===== src/rtl/bcd_ctrl_pkg.sv =====
// bcd_ctrl_pkg
//   Shared types and constants for the BCD stopwatch controller:
//   - sw_state_e  : controller state encoding (IDLE=0, RUN=1, PAUSE=2, DONE=3)
//   - bcd_digit_t : one 4-bit BCD digit
//   - BCD_MAX     : largest legal digit value (9)
//   - bcd_inc()   : single-digit BCD increment with 9->0 wrap
package bcd_ctrl_pkg;

    typedef enum logic [1:0] {
        IDLE  = 2'd0,
        RUN   = 2'd1,
        PAUSE = 2'd2,
        DONE  = 2'd3
    } sw_state_e;

    typedef logic [3:0] bcd_digit_t;

    localparam bcd_digit_t BCD_MAX = 4'd9;

    function automatic bcd_digit_t bcd_inc(input bcd_digit_t d);
        return (d == BCD_MAX) ? 4'd0 : d + 4'd1;
    endfunction

endpackage


===== src/rtl/bcd_digit_cnt.sv =====
// bcd_digit_cnt
//   One decade of the BCD count. Counts 0..9 and wraps to 0.
//   Ports:
//     clock  in   rising-edge clock
//     reset  in   asynchronous active-low reset (q -> 0)
//     en     in   advance by one on this edge
//     clr    in   synchronous clear to 0, dominates en
//     q      out  registered digit value
//     max    out  q == 9, used to enable the next higher digit
module bcd_digit_cnt
    import bcd_ctrl_pkg::*;
(
    input  logic       clock,
    input  logic       reset,
    input  logic       en,
    input  logic       clr,
    output bcd_digit_t q,
    output logic       max
);

    always_ff @(posedge clock or negedge reset) begin
        if (!reset) begin
            q <= '0;
        end else if (clr) begin
            q <= '0;
        end else if (en) begin
            q <= bcd_inc(q);
        end
    end

    assign max = (q == BCD_MAX);

endmodule


===== src/rtl/bcd_stopwatch_ctrl.sv =====
// bcd_stopwatch_ctrl
//   Three-digit BCD stopwatch with a clock prescaler, a start/stop/clear
//   command FSM and a target value that ends the run.
//   Commands are plain levels sampled on every rising edge; there is no
//   handshake: a command is acted on in every cycle it is high and the
//   current state accepts it. Priority: clear > limit match > stop > start.
//   Ports:
//     clock      in   rising-edge clock
//     reset      in   asynchronous active-low reset
//     start      in   IDLE/PAUSE -> RUN (limit is latched on IDLE -> RUN)
//     stop       in   RUN -> PAUSE
//     clear      in   any state -> IDLE, count 000
//     limit      in   BCD target {hundreds, tens, ones}
//     d1/d10/d100 out registered BCD count digits
//     tick       out  combinational count strobe (RUN and prescaler at DIV-1)
//     running    out  registered, high in RUN
//     done       out  registered, high in DONE
//     dbg_state  out  current FSM state, for observation only
module bcd_stopwatch_ctrl
    import bcd_ctrl_pkg::*;
#(
    parameter int DIV = 1000
) (
    input  logic        clock,
    input  logic        reset,
    input  logic        start,
    input  logic        stop,
    input  logic        clear,
    input  logic [11:0] limit,
    output bcd_digit_t  d1,
    output bcd_digit_t  d10,
    output bcd_digit_t  d100,
    output logic        tick,
    output logic        running,
    output logic        done,
    output sw_state_e   dbg_state
);

    localparam int PW = (DIV > 1) ? $clog2(DIV) : 1;
    localparam logic [PW-1:0] PRESC_LAST = PW'(DIV - 1);

    sw_state_e   state;
    logic [PW-1:0] presc;
    logic [11:0] lim_q;
    logic        max1, max10, max100;
    bcd_digit_t  n1, n10, n100;
    logic        match;

    assign dbg_state = state;
    assign tick      = (state == RUN) && (presc == PRESC_LAST);

    // Ripple enable: a digit advances only when every lower digit is at 9.
    bcd_digit_cnt u_ones (
        .clock (clock), .reset (reset), .en (tick),
        .clr (clear), .q (d1), .max (max1)
    );
    bcd_digit_cnt u_tens (
        .clock (clock), .reset (reset), .en (tick && max1),
        .clr (clear), .q (d10), .max (max10)
    );
    bcd_digit_cnt u_hundreds (
        .clock (clock), .reset (reset), .en (tick && max1 && max10),
        .clr (clear), .q (d100), .max (max100)
    );

    // Post-increment count, so the match lands on the value the digits
    // are about to take. Digits never exceed 9, so a limit with an
    // out-of-range digit can never match.
    assign n1    = bcd_inc(d1);
    assign n10   = max1 ? bcd_inc(d10) : d10;
    assign n100  = (max1 && max10) ? bcd_inc(d100) : d100;
    assign match = tick && ({n100, n10, n1} == lim_q);

    always_ff @(posedge clock or negedge reset) begin
        if (!reset) begin
            state   <= IDLE;
            presc   <= '0;
            lim_q   <= '0;
            running <= 1'b0;
            done    <= 1'b0;
        end else if (clear) begin
            state   <= IDLE;
            presc   <= '0;
            running <= 1'b0;
            done    <= 1'b0;
        end else begin
            unique case (state)
                IDLE: begin
                    presc <= '0;
                    if (start) begin
                        state   <= RUN;
                        lim_q   <= limit;
                        running <= 1'b1;
                    end
                end
                RUN: begin
                    if (match) begin
                        state   <= DONE;
                        presc   <= '0;
                        running <= 1'b0;
                        done    <= 1'b1;
                    end else begin
                        // The prescaler keeps advancing on the stop edge, so
                        // a later resume continues the partial period.
                        presc <= tick ? '0 : presc + PW'(1);
                        if (stop) begin
                            state   <= PAUSE;
                            running <= 1'b0;
                        end
                    end
                end
                PAUSE: begin
                    if (start) begin
                        state   <= RUN;
                        running <= 1'b1;
                    end
                end
                DONE: begin
                    presc <= '0;
                end
                default: begin
                    state   <= IDLE;
                    presc   <= '0;
                    running <= 1'b0;
                    done    <= 1'b0;
                end
            endcase
        end
    end

endmodule


===== config.mk =====
export PLATFORM = sky130hd
export DESIGN_NAME = bcd_stopwatch_ctrl
export DESIGN_NICKNAME = d
export VERILOG_FILES = /design/src/rtl/bcd_ctrl_pkg.sv /design/src/rtl/bcd_digit_cnt.sv /design/src/rtl/bcd_stopwatch_ctrl.sv
export SDC_FILE = /design/constraint.sdc
export NUM_CORES = 1
export LEC_CHECK = 0
export ABC_AREA = 1
export BUFFER_PORTS_ARGS = -buffer_cell sky130_fd_sc_hd__buf_2
export CAP_MARGIN = 20
export CORE_MARGIN = 2
export CORE_UTILIZATION = 57
export CTS_CLUSTER_SIZE = 30
export DETAILED_ROUTE_END_ITERATION = 6
export PLACE_DENSITY = 0.87
export SETUP_SLACK_MARGIN = 0.15
export SYNTH_ARGS = -nofsm -noshare
export SYNTH_HDL_FRONTEND = slang
export SYNTH_SLANG_ARGS = --single-unit

===== constraint.sdc =====
create_clock -name clock -period 2.55 [get_ports clock]
set_input_delay 0.1275 -clock clock [delete_from_list [all_inputs] [get_ports clock]]
set_output_delay 0.1275 -clock clock [all_outputs]
set_load 0.005 [all_outputs]

==> summary.md, run 1 <==
| Metric | Value |
|---|---|
| Root buf cell | clkbuf_8 |
| Diode count | 0 |
| DR vias | 2129 |
| Core area | just under 4000 sq um |
| EDFF count, synth | 0 |
| Synth async-reset ratio | 100.0% |
| Area contributors post-synth | dfrtp_1, nand2_1, inv_1 |
| CP Data Required Time | approximately 2800 ps |
| Final setup vio count | 0 |
| CP startpoint | dbg_state[0] |
| Reg power frac | between 40% and 50% |
| VDD IR-drop max | 0.5257 mV |
| CP dominant cell by count | inv_1 |
| Synth top area share | 41.10% |
| First-pass GRT wire length | about 8500 um |
| Maximum clock rate | roughly 0.48 GHz |
| Final hold violation count | 0 |
| Uppermost layer routed | met4 |
| DP HPWL | 3862 um |
| Post-Route WL | slightly above 5000 um |
| Mapped Cells | 301 |
| Metal2 WL | between 2000 and 3000 um |
| Power share of the combinational group | about 30% |
| Post-synth top cells | nand2_1, dfrtp_1, inv_1, nor2_1, nand3_1 |
| Setup CP Type | reg -> reg |
| Setup Skew | around 5.7 ps |
| Clk_lat worst skew | about 290 ps |
| Post-Syn Nets | between 300 and 400 |
| Max Root-Sink Buffers | 2 |
| CP max FO | 6 |
| Setup WS pre-CTS | around 520 ps |
| Gp weighted congestion | a little under 0.9 |
| WL/cell | 13.37 um |
| DIE WIDTH | about 68 um |
| Vias in the first global route | ~2k |
| Ys flop type | dfrtp_1 |
| CTS buffer count | 5 |
| H-tree lvl count | 2 |
| Die height | around 68 um |
| Max-slew violations | 0 |
| P_leak | 1.389 nW |
| P_int | 0.001101 W |
| Postcts setup bufs | 0 |
| Dpl cell area | 2515 sq um |
| Initial antenna violation count | 0 |
| DIE AREA | 4585 sq um |
| Status | completed |
| GRT Resource Usage Total | approximately a quarter |
| Area grow syn2layout | 12.44% |
| Clk pwr share | around 23% |
| Synth warn | 0 |
| Count leader, synth | nand2_1 |
| CTS tree | done |
| Ports | 34 |
| Worst-margin pin slew | between 800 and 900 ps |
| FF-to-FF Start | dbg_state[0] |
| Filler cells | 349 |
| Sw Share | roughly 34% |
| Slowest-stage cell, CP | nor3_1 |
| Metal3 WL | just under 300 um |
| Final hold slack | just under 90 ps |
| Buffers on Ports | 33 |
| First-pass DRT Iterations | 4 |
| Setup TNS | 0 ps |
| PostCTS Resize Cnt | 0 |
| DR DRC count | 0 |
| DRT iter0 DRCs | 150 |
| Max transition margin | 43.36% |
| Wire length on met1 | between 2000 and 2500 um |
| Synth Cell Area | between 2000 and 2500 sq um |
| Max Cap Viol | 0 |
| Tmin final | a little over 2000 ps |
| Syn avg cell area | 7.686 sq um |
| Register area share after synthesis | 41.10% |
| Row count | 23 |
| Min-Delay Path Class | in -> reg |
| Type of element capturing the critical path | flop |
| CTS sink cnt | 38 |
| RSZ-0062 raised after global routing | false |
| Largest net degree at the start of global routing | 39 |
| # nets final | about 360 |
| Startpoint Class | flop |
| Vias per inst | ~5.5 |
| Synth area leader | dfrtp_1 |
| Crit path arrival time | 2260 ps |
| Layout Cell Area excl Fill | 2601 sq um |
| Final Cycle Share | 81.04% |
| CP Cell Sequence | ha_1, nand2_1, nor2_1, nand3_1, inv_1, nor3_1, inv_1, nor3b_1 |
| HP Start | limit[11] |
| Detail Route Antenna Nets | 0 |
| Distinct cells, synth | 34 |
| Cell Pwr Density | 645.9 nW/um^2 |
| FF+latch count, synth | 38 |
| Worst path max stage delay | 500 ps |
| Initial Util | between 50% and 60% |
| Switching pwr | between 0.0005 and 0.0006 W |
| Setup ws final | about 480 ps |
| Worst-path clk slew | roughly 70 ps |
| Layout cells sized above 1 | a little under a fifth |
| Gr ovfl total | 0 |
-- metal layers --
| layer | vias up | GRT usage (%) |
|---|---|---|
| met2 | 62 | 40.56 |
| met1 | 1007 | 31.87 |
| li1 | 1052 | - |
| met3 | 8 | 6.167 |
| met5 | - | 0 |
| met4 | 0 | 9.184 |
-- state kept, by name, summed over array words and instances (netlist names) --
name and flops:
dbg_state 2, done 1, lim_q 12, presc 10, running 1, u_hundreds.q 4, u_ones.q 4, u_tens.q 4
-- final cells by class --
| cell class | count | area (sq um) | area share [%] |
|---|---|---|---|
| Timing Repair Buffer | 35 | 182.7 | 7.023 |
| Inverter | 40 | 150.1 | 5.772 |
| Sequential cell | 38 | 950.9 | 36.56 |
| Multi-Input combinational cell | 218 | 1179 | 45.31 |
| Tap cell | 50 | 62.56 | 2.405 |
| Clock buffer | 7 | 76.32 | 2.934 |
-- what timing repair did --
item	4_1_cts	5_1_grt
hold endpoints to repair	38	0
setup endpoints to repair	0	0
hold buffers	1	0
-- kinds of logic after synthesis --
family          count (synthesis)  share of synthesized area [%]
buf+inv                        45                          7.950
simple gates                  167                          34.13
xor+xnor                        4                          1.515
fa+ha+maj                       8                          4.327
flops                          38                          41.10
mux                             3                          1.406
compound gates                 36                          9.573
-- critical path: cells and delay by family, from the launching register on --
family | cells | cell delay [ps]
adder cells (fa/ha/maj) | 1 | 290
buffers and inverters | 2 | 300
flip-flops | 1 | 430
AND/OR/NAND/NOR | 5 | 960
-- cells in the final DEF, fill, tap and decap left out, types with 2 or more instances in the layout --
master and instances:
buf_2 33, nor2_1 35, inv_1 35, clkbuf_1 2, clkbuf_8 5, inv_2 4, mux2_2 2, xor2_1 3
nand2_2 5, nand2_1 80, nor2_4 4, ha_1 8, nor3_1 3, o22ai_1 5, o21ai_0 6, a21oi_1 15
o32ai_1 6, nand2_4 2, nand3_1 23, nand4_1 5, nand3_2 2, nor2_2 3, dfrtp_1 38
-- path summary, 6_finish.rpt --
kind | to | slack [ps] | cells after the start
worst max register to register | presc[2] | 480 | 8
worst max-delay path | presc[2] | 480 | 8
max in group asynchronous | presc[9] | 1530 | 2
min in group asynchronous | u_hundreds.q[2] | 480 | 2
worst min register to register | running | 490 | 2
worst min-delay path | lim_q[11] | 90 | 2
-- power groups by stage --
stage	registers [W]	clock network, W	logic (W)
detailed placement	0.000800	0	0.000501
floorplan	0.000787	0	0.000365
CTS	0.000791	0.000394	0.000501
finish	0.000792	0.000388	0.000500
global route	0.000806	0.000419	0.000572
global placement	0.000793	0	0.000473
-- per-stage QoR --
step                      std cells  util [%]  total power [W]
after floorplan                 301         -         0.001151
after global placement          380     63.79         0.001266
after detailed placement        380     63.79         0.001301
after CTS                       388     65.98         0.001686
after global routing            388     65.98         0.001796
final                           388     65.98         0.001680
No activity file was read; power rests on OpenSTA's default activity.
==> inputs of run 2 (changes only) <==
==> constraint.sdc (replaced) <==
create_clock -name clock -period 2.1 [get_ports clock]
set_input_delay 0.105 -clock clock [delete_from_list [all_inputs] [get_ports clock]]
set_output_delay 0.105 -clock clock [all_outputs]
set_load 0.005 [all_outputs]
==> run 2 against run 1 <==
Effect of this change: worst setup slack lost 340 ps; wire length grew 17%; clock-buffer cell count fell by 1; cell count up 5.4%; combinational power grew 45%; power grew 47%; global-route usage grew 1.9 points; critical path type unchanged.
==> summary.md, run 2 (synthesis results as in run 1) <==
| Metric | Value |
|---|---|
| CP Data Required Time | 2330 ps (was 2750 ps) |
| P_leak | 1.512 nW (was 1.389 nW) |
| RSZ-0062 raised after global routing | true (was false) |
| Cell Pwr Density | 834.2 nW/um^2 (was 645.9 nW/um^2) |
| Post-Layout Cell Count | 409 (was 388) |
| Layout cells sized above 1 | 33.43% (was 18.93%) |
| CTS tree | done (unchanged) |
| Final hold violation count | 0 (unchanged) |
| Root buf cell | clkbuf_8 (unchanged) |
| Maximum clock rate | 0.5102 GHz (was 0.4839 GHz) |
| Post-Route WL | 6067 um (was 5188 um) |
| Biggest regs | lim_q x12, presc x10 (unchanged) |
| CTS sink cnt | 38 (unchanged) |
| Largest register FFs | 12 (unchanged) |
| Worst-margin pin slew | 864.5 ps (was 849.7 ps) |
| Initial antenna violation count | 0 (unchanged) |
| Final Cycle Share | 93.33% (was 81.04%) |
| Startpoint Class | flop (unchanged) |
| Min-Delay Path Class | in -> reg (unchanged) |
| H-tree lvl count | 2 (unchanged) |
| Diode count | 0 (unchanged) |
| Die height | 67.71 um (unchanged) |
| Max transition margin | 42.36% (was 43.36%) |
| Row count | 23 (unchanged) |
| VDD IR-drop max | 0.4612 mV (was 0.5257 mV) |
| Type of element capturing the critical path | flop (unchanged) |
| Setup Skew | 7.545 ps (was 5.654 ps) |
| Area grow syn2layout | 28.18% (was 12.44%) |
| Post-layout util | 75.21% (was 65.98%) |
| Buffers on Ports | 33 (unchanged) |
| CTS buffer count | 5 (unchanged) |
| Vias in the first global route | 2112 (was 1969) |
| Gp weighted congestion | 0.8692 (was 0.8920) |
| WL/cell | 14.83 um (was 13.37 um) |
| DIE WIDTH | 67.71 um (unchanged) |
| DRT iter0 DRCs | 251 (was 150) |
| Final hold slack | 53.09 ps (was 86.68 ps) |
| GRT Resource Usage Total | 26.81% (was 24.87%) |
| Commonest non-fill, non-tap cell in the layout | nand2_1 (unchanged) |
| Final setup vio count | 0 (unchanged) |
| Placed cell count | 383 (was 380) |
| First-pass DRT Iterations | 4 (unchanged) |
| Core area | 3943 sq um (unchanged) |
| Initial Util | 58.68% (unchanged) |
| Largest net degree at the start of global routing | 39 (unchanged) |
| Setup CP Type | reg -> reg (unchanged) |
| Status | completed (unchanged) |
| First-pass GRT wire length | 9156 um (was 8493 um) |
| Tmin final | 1960 ps (was 2066 ps) |
| Vias per inst | 5.553 (was 5.487) |
| Ports | 34 (unchanged) |
| CP max FO | 10 (was 6) |
| DR vias | 2271 (was 2129) |
| Detail Route Antenna Nets | 0 (unchanged) |
| Clk_lat worst skew | 290 ps (about the same) |
| Max-slew violations | 0 (unchanged) |
| # nets final | 383 (was 363) |
| Biggest register | lim_q (unchanged) |
| Gr ovfl total | 0 (unchanged) |
| Most frequent cells in the layout | nand2_1, dfrtp_1, buf_2 (was nand2_1, dfrtp_1, inv_1, nor2_1, buf_2) |
| DIE AREA | 4585 sq um (unchanged) |
| Max Root-Sink Buffers | 2 (unchanged) |
| Max Cap Viol | 0 (unchanged) |
| Setup TNS | 0 ps (unchanged) |
| DP HPWL | 3612 um (was 3862 um) |
| DR DRC count | 0 (unchanged) |
| Crit path arrival time | 2190 ps (was 2260 ps) |
| Worst-path clk slew | 80 ps (was 70 ps) |
[run 2: changes by cell type in the layout (fill, tap and decap cells not counted), moves of 6 or more]
cell,delta
nand2_2,+6
nand2_1,-9
inv_2,+6
buf_4,+16
inv_1,-6
[run 2: metal layers]
metal / part of all wire (%) / wire (um) / GRT usage [%] / up-vias
met1: 39 / 2378 / 32.27 / 1068
met4: 2.1 / 129 / 11.22 / 0
met5: 0 / 0 / 0 / -
met2: 53 / 3203 / 45.83 / 90
li1: - / - / - / 1094
met3: 5.9 / 356 / 6.167 / 19
[run 2: final cells by class]
cell class	count	area (sq um)
Multi-Input combinational cell	218	1304
Fill cell	251	977.2
Sequential cell	38	955.9
Timing Repair Buffer	55	347.8
Inverter	40	152.6
Clock buffer	6	82.58
Tap cell	50	62.56
Clock inverter	2	60.06
[run 2: worst paths after layout]
kind                             start               to  slack, ps  cells past startpoint
setup / recovery           u_ones.q[1]     dbg_state[0]        140                     14
hold / removal               limit[11]        lim_q[11]         50                      2
setup reg to reg           u_ones.q[1]     dbg_state[0]        140                     14
hold reg to reg                running          running        490                      2
max in group asynchronous        reset      u_tens.q[0]       1030                      2
min in group asynchronous        reset  u_hundreds.q[0]        460                      2
[run 2: power by group]
part | switching [W] | internal (W) | total (W)
combinational | 0.000418 | 0.000306 | 0.000723
sequential | 0.000104 | 0.000872 | 0.000976
clock | 0.000267 | 0.000507 | 0.000774
[run 2: repair_timing]
action / in CTS / in global routing
buffers inserted: 4 / 13
hold buffers: 1 / 0
gates resized for setup: 8 / 38
cloned: 0 / 0
endpoints found under the setup margin: 6 / 13
endpoints found under the hold margin: 38 / 0
pin swaps: 2 / 13
[run 2: critical path, cell delays in order (launching register included)]
cell,delay (ps)
dfrtp_2,420
buf_4,160
nor2_4,140
nand2_4,130
nor2_8,140
nand2_1,90
nand3_1,80
nand2_1,80
nor2_2,120
nand3_2,90
nor2_4,190
nor2_1,60
nor2_1,100
nand2_1,60
nand2_1,60
[run 2: through the flow]
step	area, sq um	power [W]	setup slack (ps)
6_report	2965	0.002474	140.0
5_1_grt	2965	0.002611	-16.39
4_1_cts	2744	0.002367	125.6
3_5_place_dp	2537	0.001583	70.73
3_3_place_gp	2537	0.001560	141.6
2_1_floorplan	2313	0.001398	290.8
==> inputs of run 3 (changes only) <==
--- a/config.mk
+++ b/config.mk
@@ -9,10 +9,10 @@
 export BUFFER_PORTS_ARGS = -buffer_cell sky130_fd_sc_hd__buf_2
 export CAP_MARGIN = 20
 export CORE_MARGIN = 2
-export CORE_UTILIZATION = 57
+export CORE_UTILIZATION = 31
 export CTS_CLUSTER_SIZE = 30
 export DETAILED_ROUTE_END_ITERATION = 6
-export PLACE_DENSITY = 0.87
+export PLACE_DENSITY = 0.56
 export SETUP_SLACK_MARGIN = 0.15
 export SYNTH_ARGS = -nofsm -noshare
 export SYNTH_HDL_FRONTEND = slang
==> run 3 against run 2 <==
Effect of this change: die area is 78% higher; sequential power is 1% lower; cell count is 11% higher; first-iteration DRC count is 71% lower; clock power is 19% lower; clock-buffer cell count is 1 lower; register-to-register slack better by 40 ps; non-clock buffer count is 4 lower; global-route usage is 14 points lower; highest routed layer unchanged.
==> summary.md, run 3 (synthesis results as in run 1) <==
| Metric | Value |
|---|---|
| Gr ovfl total | 0 (unchanged) |
| Row count | 31 (was 23) |
| RSZ-0062 raised after global routing | true (unchanged) |
| Vias in the first global route | 1862 (was 2112) |
| DIE AREA | 8169 sq um (was 4585 sq um) |
| Die height | 90.39 um (was 67.71 um) |
| Commonest non-fill, non-tap cell in the layout | nand2_1 (unchanged) |
| Root buf cell | clkbuf_8 (unchanged) |
| First-pass DRT Iterations | 4 (unchanged) |
| Bufs and invs on worst path | 1 (unchanged) |
| Final hold slack | 42.87 ps (was 53.09 ps) |
| Biggest register | lim_q (unchanged) |
| Type of element capturing the critical path | flop (unchanged) |
| Core area | 7253 sq um (was 3943 sq um) |
| Final Cycle Share | 91.36% (was 93.33%) |
| Worst-path clk slew | 80 ps (about the same) |
| Setup Skew | 8.436 ps (was 7.545 ps) |
| Startpoint Class | flop (unchanged) |
| Diode count | 0 (unchanged) |
| H-tree lvl count | 2 (unchanged) |
| Layout Cell Area excl Fill | 2933 sq um (was 2965 sq um) |
| Dpl cell area | 2614 sq um (was 2537 sq um) |
| CTS sink cnt | 38 (unchanged) |
| Worst-margin pin slew | 874.2 ps (was 864.5 ps) |
| DP HPWL | 3943 um (was 3612 um) |
| Sw Share | 33.18% (was 31.89%) |
| Reg power frac | 42.5% (was 39.5%) |
| Clk pwr share | 27.6% (was 31.3%) |
| P_int | 0.001512 W (was 0.001685 W) |
| Crit path arrival time | 2150 ps (was 2190 ps) |
| CP Data Required Time | 2330 ps (about the same) |
| Maximum clock rate | 0.5212 GHz (was 0.5102 GHz) |
| Max-slew violations | 0 (unchanged) |
| DIE WIDTH | 90.39 um (was 67.71 um) |
| WL/cell | 11.85 um (was 14.83 um) |
| CP max FO | 4 (was 10) |
| Area grow syn2layout | 26.77% (was 28.18%) |
| DRT iter0 DRCs | 74 (was 251) |
| Clk_lat worst skew | 290 ps (about the same) |
| Top Family by Delay on Critical Path | simple AND/OR/NAND/NOR gates (unchanged) |
| P_leak | 1.471 nW (was 1.512 nW) |
| Max transition margin | 41.72% (was 42.36%) |
| DR vias | 2108 (was 2271) |
| Largest net degree at the start of global routing | 39 (unchanged) |
| # nets final | 379 (was 383) |
| Layout cells sized above 1 | 31.27% (was 33.43%) |
| Switching pwr | 0.0007508 W (was 0.0007888 W) |
| CP Cell Sequence | inv_2, ha_2, nand2_1, nor2_2, nand3_2, nor2_2, nand3_1, nor2_1, nand3_2, nor2_4, nor2_4, nor2_4, nand2_1, nand2_1 (was buf_4, nor2_4, nand2_4, nor2_8, nand2_1, nand3_1, nand2_1, nor2_2, nand3_2, nor2_4, nor2_1, nor2_1, nand2_1, nand2_1) |
| Power share of the combinational group | 29.8% (was 29.2%) |
| Status | completed (unchanged) |
| Setup TNS | 0 ps (unchanged) |
| Vias per inst | 4.643 (was 5.553) |
| Tmin final | 1919 ps (was 1960 ps) |
| DR DRC count | 0 (unchanged) |
| Buffers on Ports | 33 (unchanged) |
| Largest register FFs | 12 (unchanged) |
| Max Cap Viol | 0 (unchanged) |
| Initial antenna violation count | 0 (unchanged) |
| Worst path max stage delay | 410 ps (was 420 ps) |
| Slowest-stage cell, CP | dfrtp_1 (was dfrtp_2) |
| Most frequent cells in the layout | nand2_1, buf_2, inv_1, dfrtp_1, nor2_1 (was nand2_1, dfrtp_1, buf_2) |
| Post-Route WL | 5381 um (was 6067 um) |
| Cell Pwr Density | 771.7 nW/um^2 (was 834.2 nW/um^2) |
| GRT Resource Usage Total | 13.17% (was 26.81%) |
| Final setup vio count | 0 (unchanged) |
| Min-Delay Path Class | in -> reg (unchanged) |
| CTS tree | done (unchanged) |
| Setup CP Type | reg -> reg (unchanged) |
| Biggest regs | lim_q x12, presc x10 (unchanged) |
| Gp weighted congestion | 0.7979 (was 0.8692) |
| Ports | 34 (unchanged) |
| VDD IR-drop max | 0.3609 mV (was 0.4612 mV) |
| Final hold violation count | 0 (unchanged) |
| Detail Route Antenna Nets | 0 (unchanged) |
| Initial Util | 31.90% (was 58.68%) |
| Max Root-Sink Buffers | 2 (unchanged) |
| First-pass GRT wire length | 8776 um (was 9156 um) |
| CTS buffer count | 5 (unchanged) |
[run 3: cell count changes in the layout (fill, tap and decap cells not counted), sizes merged]
cell,previous run,this run
buf,54,50
clkinv,0,2
bufinv,2,1
clkbuf,6,5
[run 3: path summary, 6_finish.rpt]
check                              from              end  slack (ps)  cells after the start
max                        dbg_state[1]          running         180                     14
min                           limit[11]        lim_q[11]          40                      2
max reg2reg                dbg_state[1]          running         180                     14
min reg2reg                    presc[7]         presc[7]         480                      1
max in group asynchronous         reset  u_hundreds.q[0]        1030                      2
min in group asynchronous         reset      u_tens.q[3]         460                      2
[run 3: stage by stage]
step                setup WS (ps)  util (%)  cells  total power, W
detailed placement          97.63     36.04    434        0.001612
CTS                         151.5     38.02    445        0.002260
global route                51.64     40.43    454        0.002427
finish                      181.5     40.43    454        0.002263
floorplan                   290.8         -    301        0.001398
global placement            158.5     36.04    434        0.001605
[run 3: layer usage]
metal / share of wire [%] / routed length (um) / GRT usage (%) / vias to the layer above
li1: - / - / - / 1083
met1: 49 / 2621 / 18.30 / 984
met2: 47 / 2539 / 20.49 / 39
met3: 3.5 / 190 / 2.755 / 2
met4: 0.54 / 29 / 4.359 / 0
met5: 0 / 0 / 0 / -
[run 3: what timing repair did]
| action | in CTS | in global routing |
|---|---|---|
| resized for setup | 3 | 31 |
| hold endpoints to repair | 38 | 0 |
| buffers inserted | 2 | 9 |
| hold buffers | 1 | 0 |
| endpoints found under the setup margin | 3 | 8 |
| pin swaps | 0 | 13 |
[run 3: power by group through the flow]
stage | registers [W] | logic [W] | clock network [W]
after floorplan | 0.000955 | 0.000443 | 0
after global placement | 0.000976 | 0.000629 | 0
after detailed placement | 0.000975 | 0.000638 | 0
final | 0.000963 | 0.000675 | 0.000625
after CTS | 0.000960 | 0.000658 | 0.000642
after global routing | 0.000983 | 0.000775 | 0.000669
[run 3: layout make-up]
cell class | instances | area (sq um)
Fill cell | 765 | 4320
Multi-Input combinational cell | 218 | 1274
Sequential cell | 38 | 958.4
Timing Repair Buffer | 51 | 315.3
Inverter | 40 | 152.6
Tap cell | 99 | 123.9
Clock buffer | 5 | 68.82
Clock inverter | 3 | 40.04
